[src/rtl/tx_rx_link_fifo.sv]
// rtl/tx_rx_link_fifo.sv - TX->RX elastic FIFO with occupancy and frame_done pulse; optional stats via TX_RX_LINK_STATS_EN
module tx_rx_link_fifo #(
    parameter int DATA_W      = 8,
    parameter int DEPTH       = 4,
    parameter int FRAME_WORDS = 4
) (
    input  logic                     clk,
    input  logic                     clr,
    input  logic                     tx_vld,
    input  logic [DATA_W-1:0]        tx_data,
    output logic                     tx_rdy,
    output logic                     rx_vld,
    output logic [DATA_W-1:0]        rx_data,
    input  logic                     rx_ready,
    output logic [$clog2(DEPTH):0]   level,
    output logic                     full,
    output logic                     empty,
    output logic                     frame_done
`ifdef TX_RX_LINK_STATS_EN
    ,
    output logic [15:0]              word_cnt,
    output logic [15:0]              stall_cnt
`endif
);

    localparam int PTR_W = $clog2(DEPTH);
    localparam int LVL_W = PTR_W + 1;
    localparam int CNT_W = $clog2(FRAME_WORDS + 1);
    localparam logic [CNT_W-1:0] CNT_LAST = CNT_W'(FRAME_WORDS - 1);

    typedef enum logic [1:0] {IDLE, BUSY, DONE} state_t;

    logic [DATA_W-1:0] mem_q [DEPTH];
    logic [PTR_W-1:0]  wr_ptr_q, wr_ptr_d;
    logic [PTR_W-1:0]  rd_ptr_q, rd_ptr_d;
    logic [LVL_W-1:0]  level_q, level_d;
    logic [CNT_W-1:0]  cnt_q;
    state_t            state_q;
    logic              frame_done_q;
    logic              push, pop;

    assign full       = (level_q == LVL_W'(DEPTH));
    assign empty      = (level_q == '0);
    assign tx_rdy     = !full && !clr;
    assign rx_vld     = !empty && !clr;
    assign rx_data    = mem_q[rd_ptr_q];
    assign level      = level_q;
    assign frame_done = frame_done_q;
    assign push       = tx_vld && tx_rdy;
    assign pop        = rx_vld && rx_ready;

    always_comb begin
        wr_ptr_d = wr_ptr_q;
        rd_ptr_d = rd_ptr_q;
        level_d  = level_q;
        if (push) wr_ptr_d = wr_ptr_q + PTR_W'(1);
        if (pop)  rd_ptr_d = rd_ptr_q + PTR_W'(1);
        case ({push, pop})
            2'b10:   level_d = level_q + LVL_W'(1);
            2'b01:   level_d = level_q - LVL_W'(1);
            default: level_d = level_q;
        endcase
    end

    always_ff @(posedge clk) begin
        if (clr) begin
            wr_ptr_q <= '0;
            rd_ptr_q <= '0;
            level_q  <= '0;
        end else begin
            wr_ptr_q <= wr_ptr_d;
            rd_ptr_q <= rd_ptr_d;
            level_q  <= level_d;
        end
    end

    always_ff @(posedge clk) begin
        if (push) mem_q[wr_ptr_q] <= tx_data;
    end

    // A pop in DONE starts the next frame, so IDLE and DONE share the same entry logic.
    always_ff @(posedge clk) begin
        if (clr) begin
            state_q      <= IDLE;
            cnt_q        <= '0;
            frame_done_q <= 1'b0;
        end else begin
            frame_done_q <= 1'b0;
            case (state_q)
                IDLE, DONE: begin
                    if (pop) begin
                        if (FRAME_WORDS == 1) begin
                            state_q      <= DONE;
                            cnt_q        <= '0;
                            frame_done_q <= 1'b1;
                        end else begin
                            state_q <= BUSY;
                            cnt_q   <= CNT_W'(1);
                        end
                    end else begin
                        state_q <= IDLE;
                        cnt_q   <= '0;
                    end
                end
                BUSY: begin
                    if (pop) begin
                        if (cnt_q == CNT_LAST) begin
                            state_q      <= DONE;
                            cnt_q        <= '0;
                            frame_done_q <= 1'b1;
                        end else begin
                            cnt_q <= cnt_q + CNT_W'(1);
                        end
                    end
                end
                default: begin
                    state_q <= IDLE;
                    cnt_q   <= '0;
                end
            endcase
        end
    end

`ifdef TX_RX_LINK_STATS_EN
    logic [15:0] word_cnt_q, stall_cnt_q;

    always_ff @(posedge clk) begin
        if (clr) begin
            word_cnt_q  <= '0;
            stall_cnt_q <= '0;
        end else begin
            if (pop && (word_cnt_q != 16'hFFFF))
                word_cnt_q <= word_cnt_q + 16'd1;
            if (rx_vld && !rx_ready && (stall_cnt_q != 16'hFFFF))
                stall_cnt_q <= stall_cnt_q + 16'd1;
        end
    end

    assign word_cnt  = word_cnt_q;
    assign stall_cnt = stall_cnt_q;
`endif

endmodule

[config.mk]
export PLATFORM = sky130hd
export DESIGN_NAME = tx_rx_link_fifo
export DESIGN_NICKNAME = d
export VERILOG_FILES = /design/src/rtl/tx_rx_link_fifo.sv
export SDC_FILE = /design/constraint.sdc
export NUM_CORES = 1
export LEC_CHECK = 0
export ABC_AREA = 1
export CAP_MARGIN = 20
export CORE_UTILIZATION = 58
export DETAILED_ROUTE_END_ITERATION = 10
export DONT_BUFFER_PORTS = 1
export HOLD_SLACK_MARGIN = 0.05
export PLACE_DENSITY_LB_ADDON = 0.3
export SLEW_MARGIN = 20
export SYNTH_ARGS = -nofsm -noshare
export SYNTH_HDL_FRONTEND = slang
export SYNTH_SLANG_ARGS = --single-unit
[constraint.sdc]
create_clock -name clk -period 4.6 [get_ports clk]
set_input_delay 0.46 -clock clk [delete_from_list [all_inputs] [get_ports clk]]
set_output_delay 0.46 -clock clk [all_outputs]
set_load 0.05 [all_outputs]
==> results_dict.tcl, run 1 <==
set metrics [dict create \
    drt_iter0_markers 33 \
    clock_latency_ns 0.36 \
    cp.arrival_ns 2.32 \
    synth_seq_area_share 0.6545 \
    synthTopCellsByArea "edfxtp_1, dfxtp_1, o21ai_0" \
    synthDistinctLibCells 24 \
    dr_total_vias 1232 \
    grt_first_pass_wirelength_um 5188 \
    h-tree-depth 2 \
    required_ns 4.14 \
    cts_max_path_buffers 2 \
    seq_area_um2 1261 \
    rows 20 \
    wl_per_cell_um 15.34 \
    fin_worst_skew_ns 0.01306 \
    ir_drop_mv 0.3636 \
    synth-main-ff-cell "edfxtp_1" \
    synth.top_cell.area_share 0.4987 \
    cp_cell_sequence "inv_1 -> nand2_2 -> inv_1 -> nor2_1" \
    netlist.top_cell.by_area "edfxtp_1" \
    rrSetupSlack_ns 2.20 \
    nets 192 \
    dp_hpwl_um 2246 \
    syn_inst 169 \
    syn_area_um2 1927 \
    die_w_um 59.64 \
    syn_area_per_cell_um2 11.40 \
    fin_tns_setup_ns 0 \
    cp_slowest_cell "nor2_1" \
    antenna_found_initial 0 \
    worstSetupStartpoint "level[2]" \
    crit_type "register to output port" \
    wirelength_um 3345 \
    clockRootBuffer "clkbuf_4" \
    cts_tree "yes" \
    die_h_um 59.64 \
    drv_slew 0 \
    hold-path-endpoint "cnt_q[1]" \
    dp_cells 210 \
    routabilityCongestion 0.7093 \
    cts_resized 0 \
    grt_overflow 0 \
    area_delta_synth_final_pct 5.390 \
    vias_per_cell 5.651 \
    ys_async_sr_fraction 0 \
    crit_fanout 3 \
    io_pins 28 \
    max-cap-violations 0 \
    reg2reg_from "level[2]" \
    layout.cells.non_filler 218 \
    grt_pass1_vias 1239 \
    drt_pass1_iterations 4 \
    synth_warnings 0 \
    hold_start "clr" \
    whs_path_depth 1 \
    yosysMostFrequentCell "edfxtp_1" \
    synth-edff-count 32 \
    cts-buffers-inserted 5 \
    ys_seq_elements 47 \
    tightest_slew_ns 1.109 \
    synth_fp_nets 188 \
    initial_core_util 0.6210 \
    diodes 0 \
    synth_common_cells "edfxtp_1, nor2_1, o21ai_0" \
    fillCellCount 248 \
    multi_input_area_um2 548.0 \
    power.leakage_nw 0.7393 \
    fp.dieArea_um2 3557 \
    hold_viol_final 0 \
    critical-path-max-stage-delay_ns 0.74 \
    fmax_ghz 0.3597 \
    finalSetupViolCount 0 \
    cts_hold_buffers 0 \
    cts_setup_buffers 0 \
    clk_pin_slew_ns 0.12 \
    core-area_um2 3103 \
    crit_path_start_kind "register" \
    min_period_ns 2.780 \
    cp-end-kind "output port" \
    rsz0062_at_grt "false" \
    pwr_density_cell_nw_per_um2 420.0 \
    reg2reg_to "level[2]" \
    final_antenna_net_count 0 \
    drive_gt1_frac 0.08621 \
    r2r_cells 11 \
    finalCritPeriodShare 0.6044 \
    cts.sinks 47 \
    outcome "finished clean" \
    crit_top_cell "inv_1" \
    numPortBuffers 0 \
    slew_headroom 0.2718 \
    hold_class "input pin to register" \
    track_usage 0.2084 \
    grt_max_degree 18 \
    drc 0 \
]
-- flip-flops by register name (all words and copies together), names as in the netlist, named ones only --
| signal | cells |
|---|---|
| rd_ptr_q | 2 |
| mem_q | 32 |
| level | 3 |
| wr_ptr_q | 2 |
| frame_done | 1 |
| cnt_q | 3 |
| state_q | 2 |
-- logic make-up after synthesis --
family	share of synthesized area
AOI/OAI and AO/OA	0.1084
adders and majority gates	0.04935
buffers and inverters	0.06104
DFF	0.6545
xor gates and xnor gates	0.009093
and+or+nand+nor	0.1175
-- how the worst max path moves through the flow --
stage	end	depth (start not counted)
6_report	rx_vld	4
5_1_grt	rx_vld	4
2_1_floorplan	rx_vld	4
4_1_cts	rx_vld	4
3_5_place_dp	rx_vld	4
3_3_place_gp	rx_vld	4
-- layer usage --
metal,share of wire,GRT usage,up-vias
met5,0,0,-
met4,0.023,0.1130,0
met3,0.064,0.07860,7
met2,0.51,0.3667,46
met1,0.40,0.2106,588
li1,-,-,591
-- power by group --
| part | switching [W] | total [W] | leakage [nW] | internal [W] |
|---|---|---|---|---|
| logic | 0.000101 | 0.000125 | 0.287 | 0.0000245 |
| registers | 0.0000244 | 0.000492 | 0.413 | 0.000468 |
| clock network | 0.000120 | 0.000236 | 0.0395 | 0.000115 |
| total | 0.000245 | 0.000853 | 0.739 | 0.000608 |
-- layout make-up --
type,instances,share of cell area
Sequential cell,47,0.6211
Multi-Input combinational cell,96,0.2699
Inverter,23,0.04498
Tap cell,44,0.02711
Clock buffer,7,0.02218
Clock inverter,1,0.01479
-- cells in the final DEF, fill, tap and decap left out, drive strengths merged, types with 6 or more instances in the layout --
cell and n:
o21ai 22, inv 22, dfxtp 15, a21oi 9, nand2 12, clkbuf 7
ha 6, edfxtp 32, nand3 6, nor2 25, o22ai 8
-- through the flow --
step	cell area, um^2	util	hold slack, ns	setup slack [ns]	total power [W]
floorplan	1927	-	0.4362	2.298	0.0006110
global placement	1956	0.6302	0.4444	2.254	0.0006194
detailed placement	1956	0.6302	0.4514	2.216	0.0006268
CTS	2031	0.6544	0.1425	1.807	0.0008550
global route	2031	0.6544	0.1382	1.727	0.0008834
finish	2031	0.6544	0.1539	1.820	0.0008528
-- worst max-delay path: cells and delay by family (launching register included) --
family	cells	cell delay, ns
DFF	1	0.68
buffers and inverters	2	0.40
and+or+nand+nor	2	0.89
Power figures use the tool's default switching activity.
==> run 2, diff against run 1 <==
==> constraint.sdc (replaced) <==
create_clock -name clk -period 2.73 [get_ports clk]
set_input_delay 0.273 -clock clk [delete_from_list [all_inputs] [get_ports clk]]
set_output_delay 0.273 -clock clk [all_outputs]
set_load 0.05 [all_outputs]
==> results_dict.tcl, run 2 (same netlist as run 1, synthesis figures left out) <==
set metrics [dict create \
    outcome "finished clean" \
    tightest_slew_ns 0.7664 \
    grt_pass1_vias 1284 \
    drt_pass1_iterations 4 \
    final_antenna_net_count 0 \
    fin_area_um2 2196 \
    io_pins 28 \
    pwr_density_cell_nw_per_um2 636.4 \
    routabilityCongestion 0.8031 \
    clockRootBuffer "clkbuf_4" \
    vias_per_cell 5.483 \
    regMostFlops "mem_q" \
    track_usage 0.2210 \
    die_w_um 59.64 \
    power_frac_comb 0.200 \
    dr_total_vias 1316 \
    sw_frac_of_total 0.3115 \
    hold_class "input pin to register" \
    fin_ws_ns 0.2702 \
    fp.dieArea_um2 3557 \
    h-tree-depth 2 \
    crit_type "register to register" \
    fin_tns_setup_ns 0 \
    power.leakage_nw 0.8279 \
    core-area_um2 3103 \
    placed_area_um2 2053 \
    cts_tree "yes" \
    fmax_ghz 0.4065 \
    cts-buffers-inserted 5 \
    grt_overflow 0 \
    crit_fanout 8 \
    required_ns 3.00 \
    drive_gt1_frac 0.1429 \
    p_total_w 0.001397 \
    fillCellCount 244 \
    cts_max_path_buffers 2 \
    hold_viol_final 0 \
    fin_worst_skew_ns 0.01393 \
    drv_slew 0 \
    power_frac_seq 0.581 \
    min_period_ns 2.460 \
    layout_common_cells "edfxtp_1, nor2_1, o21ai_0" \
    final_common_cell "edfxtp_1" \
    numPortBuffers 0 \
    antenna_found_initial 0 \
    largest_reg_flops 32 \
    finalCritPeriodShare 0.9010 \
    diodes 0 \
    nets 214 \
    max-cap-violations 0 \
    place_ws_ns 0.3153 \
    slew_headroom 0.4872 \
    grt_max_degree 18 \
    wl_per_cell_um 14.65 \
    rows 20 \
    p_clk_frac 0.219 \
    finalSetupViolCount 0 \
    wirelength_um 3517 \
    power.internal_w 0.0009621 \
    area_delta_synth_final_pct 13.96 \
    drt_iter0_markers 33 \
    cts_resized 0 \
    die_h_um 59.64 \
    crit_path_start_kind "register" \
    clk_pin_slew_ns 0.14 \
    clock_latency_ns 0.36 \
    drc 0 \
    cp-end-kind "register" \
    initial_core_util 0.6210 \
    cp.arrival_ns 2.73 \
    cts.sinks 47 \
    rsz0062_at_grt "false" \
    dp_hpwl_um 2299 \
    grt_first_pass_wirelength_um 5478 \
    utilization 0.7077 \
    ir_drop_mv 0.4261 \
    switchingPower_w 0.0004353 \
]
## run 2: cell types whose count changed in the layout (fill, tap and decap cells not counted), sizes merged
cell	delta
bufinv	-1
clkbuf	-2
clkinvlp	+1
buf	+13
dlygate4sd3	+9
clkinv	+2
## run 2: cell type report
class                           instances  area (um^2)  area share
Clock buffer                            5        37.54     0.01709
Clock inverter                          3        15.01    0.006838
Inverter                               23        91.34     0.04160
Multi-Input combinational cell         96        548.0      0.2496
Sequential cell                        47         1261      0.5744
Tap cell                               44        55.05     0.02507
Timing Repair Buffer                   22        187.7     0.08547
## run 2: layer usage
metal  share of wire  wire (um)  GRT usage
met5               0          0          0
met4           0.016         57     0.1229
met3           0.057        200    0.06769
met2            0.51       1801     0.3937
met1            0.41       1457     0.2281
## run 2: path summary, 6_finish.rpt
| check | from | to | slack (ns) | cells after the start |
|---|---|---|---|---|
| worst max-delay path | level[2] | level[2] | 0.27 | 12 |
| worst min-delay path | clr | state_q[0] | 0.09 | 3 |
| worst max register to register | level[2] | level[2] | 0.27 | 12 |
| worst min register to register | cnt_q[2] | cnt_q[2] | 0.49 | 2 |
## run 2: timing repair
action                                 4_1_cts  5_1_grt
hold buffers                                 9        0
endpoints found under the hold margin       38        0
setup buffers                                0        0
## run 2: worst max-delay path, cell delays in order, from the launching register on
cell,delay [ns]
dfxtp_1,0.67
buf_4,0.20
inv_1,0.06
nand2_2,0.11
nand3_4,0.12
inv_2,0.12
ha_1,0.16
inv_1,0.07
fa_1,0.38
a21oi_1,0.14
o21ai_0,0.11
o21ai_0,0.17
a21oi_1,0.05
## run 2: power by group through the flow
stage	Sequential, W	Combinational [W]	Clock (W)
final	0.000812	0.000280	0.000306
after detailed placement	0.000828	0.000263	0
after floorplan	0.000836	0.000193	0
after global routing	0.000815	0.000300	0.000329
after CTS	0.000812	0.000279	0.000306
after global placement	0.000826	0.000252	0
## run 2: metrics by stage
step	cells	hold slack (ns)
6_report	240	0.08589
5_1_grt	240	0.09013
4_1_cts	240	0.08028
3_5_place_dp	223	0.3389
3_3_place_gp	223	0.3368
2_1_floorplan	169	0.3719
==> run 3, diff against run 2 <==
--- a/config.mk
+++ b/config.mk
@@ -11,7 +11,7 @@
 export DETAILED_ROUTE_END_ITERATION = 10
 export DONT_BUFFER_PORTS = 1
 export HOLD_SLACK_MARGIN = 0.05
-export PLACE_DENSITY_LB_ADDON = 0.3
+export PLACE_DENSITY = 0.85
 export SLEW_MARGIN = 20
 export SYNTH_ARGS = -nofsm -noshare
 export SYNTH_HDL_FRONTEND = slang
==> results_dict.tcl, run 3 (same netlist as run 1, synthesis figures left out) <==
set metrics [dict create \
    outcome "finished clean" \
    hold_start "clr" \
    drive_gt1_frac 0.1531 \
    die_h_um 59.64 \
    numPortBuffers 0 \
    regMostFlops "mem_q" \
    finalSetupViolCount 0 \
    fmax_ghz 0.3886 \
    final_common_cell "edfxtp_1" \
    crit_path_start_kind "register" \
    drc 0 \
    area_delta_synth_final_pct 16.69 \
    wl_per_cell_um 15.09 \
    crit_fanout 8 \
    wirelength_met1_um 1400 \
    hold_class "input pin to register" \
    p_total_w 0.001596 \
    max-cap-violations 0 \
    pwr_density_cell_nw_per_um2 710.0 \
    slew_headroom 0.4543 \
    dp_cells 223 \
    layout_common_cells "edfxtp_1, nor2_1, o21ai_0" \
    drt_iter0_markers 53 \
    ir_drop_mv 0.4898 \
    fin_ws_ns 0.1568 \
    cts_tree "yes" \
    initial_core_util 0.6210 \
    antenna_found_initial 0 \
    tightest_slew_ns 0.8155 \
    required_ns 3.00 \
    place_ws_ns 0.2056 \
    drv_slew 0 \
    power.leakage_nw 0.8530 \
    cp.arrival_ns 2.84 \
    rows 20 \
    layout.cells.non_filler 240 \
    cts-buffers-inserted 5 \
    crit_type "register to register" \
    core-area_um2 3103 \
    dr_total_vias 1308 \
    fin_tns_setup_ns 0 \
    top_layer_used "met4" \
    fin_worst_skew_ns 0.01329 \
    diodes 0 \
    cts_max_path_buffers 2 \
    io_pins 28 \
    vias_per_cell 5.450 \
    min_period_ns 2.573 \
    hold_viol_final 0 \
    worstSetupStartpoint "level[2]" \
    clock_latency_ns 0.37 \
    grt_max_degree 18 \
    track_usage 0.2217 \
    cp-end-kind "register" \
    drt_pass1_iterations 4 \
    die_w_um 59.64 \
    placed_area_um2 2053 \
    wl_met3_um 188 \
    finalCritPeriodShare 0.9426 \
    clockRootBuffer "clkbuf_4" \
    h-tree-depth 2 \
    nets 214 \
    routabilityCongestion 0.8395 \
    largest_reg_flops 32 \
    grt_pass1_vias 1245 \
    fillCellCount 232 \
    grt_overflow 0 \
    fin_area_um2 2248 \
    final_antenna_net_count 0 \
    rsz0062_at_grt "false" \
    clk_pin_slew_ns 0.13 \
    reg2reg_from "level[2]" \
    wirelength_um 3622 \
    dp_hpwl_um 2446 \
    dr_wl_met2_um 1967 \
    grt_first_pass_wirelength_um 5416 \
    fp.dieArea_um2 3557 \
    cts.sinks 47 \
]
run 3: metrics by stage:
stage / utilization / hold slack (ns)
after floorplan: - / 0.3719
after global placement: 0.6617 / 0.3380
after detailed placement: 0.6617 / 0.3401
after CTS: 0.7246 / 0.08995
after global routing: 0.7246 / 0.09949
final: 0.7246 / 0.09801
run 3: final cells by class:
type | count | area (um^2) | area share
multi-input cells | 96 | 548.0 | 0.2437
inverters | 23 | 91.34 | 0.04062
clock inverters | 3 | 67.56 | 0.03005
flip-flops and latches | 47 | 1261 | 0.5609
clock buffers | 5 | 37.54 | 0.01669
well taps | 44 | 55.05 | 0.02449
repair buffers | 22 | 187.7 | 0.08347
run 3: timing repair:
item | in CTS | in global routing
resized for setup | 0 | 0
hold endpoints to repair | 38 | 0
buffers inserted | 0 | 0
hold buffers | 9 | 0
run 3: worst max-delay path, stage by stage, from the launching register on:
cell,delay (ns)
dfxtp_1,0.68
buf_4,0.21
inv_1,0.06
nand2_2,0.11
nand3_4,0.13
inv_2,0.12
ha_1,0.16
inv_1,0.08
fa_1,0.39
a21oi_1,0.17
o21ai_0,0.14
o21ai_0,0.18
a21oi_1,0.06
run 3: worst paths after layout:
path / to / slack [ns] / cells past startpoint
setup reg to reg: level[2] / 0.16 / 12
setup / recovery: level[2] / 0.16 / 12
hold reg to reg: cnt_q[2] / 0.47 / 2
hold / removal: state_q[0] / 0.1 / 3
run 3: power by group:
| group | switching [W] | internal [W] | total [W] |
|---|---|---|---|
| Combinational | 0.000201 | 0.0000785 | 0.000280 |
| Sequential | 0.0000241 | 0.000788 | 0.000812 |
| Clock | 0.000220 | 0.000285 | 0.000505 |
run 3: per-layer routing:
layer,vias up,track usage
met5,-,0
met4,0,0.1130
met3,6,0.06987
met2,46,0.3889
met1,622,0.2378
li1,634,-
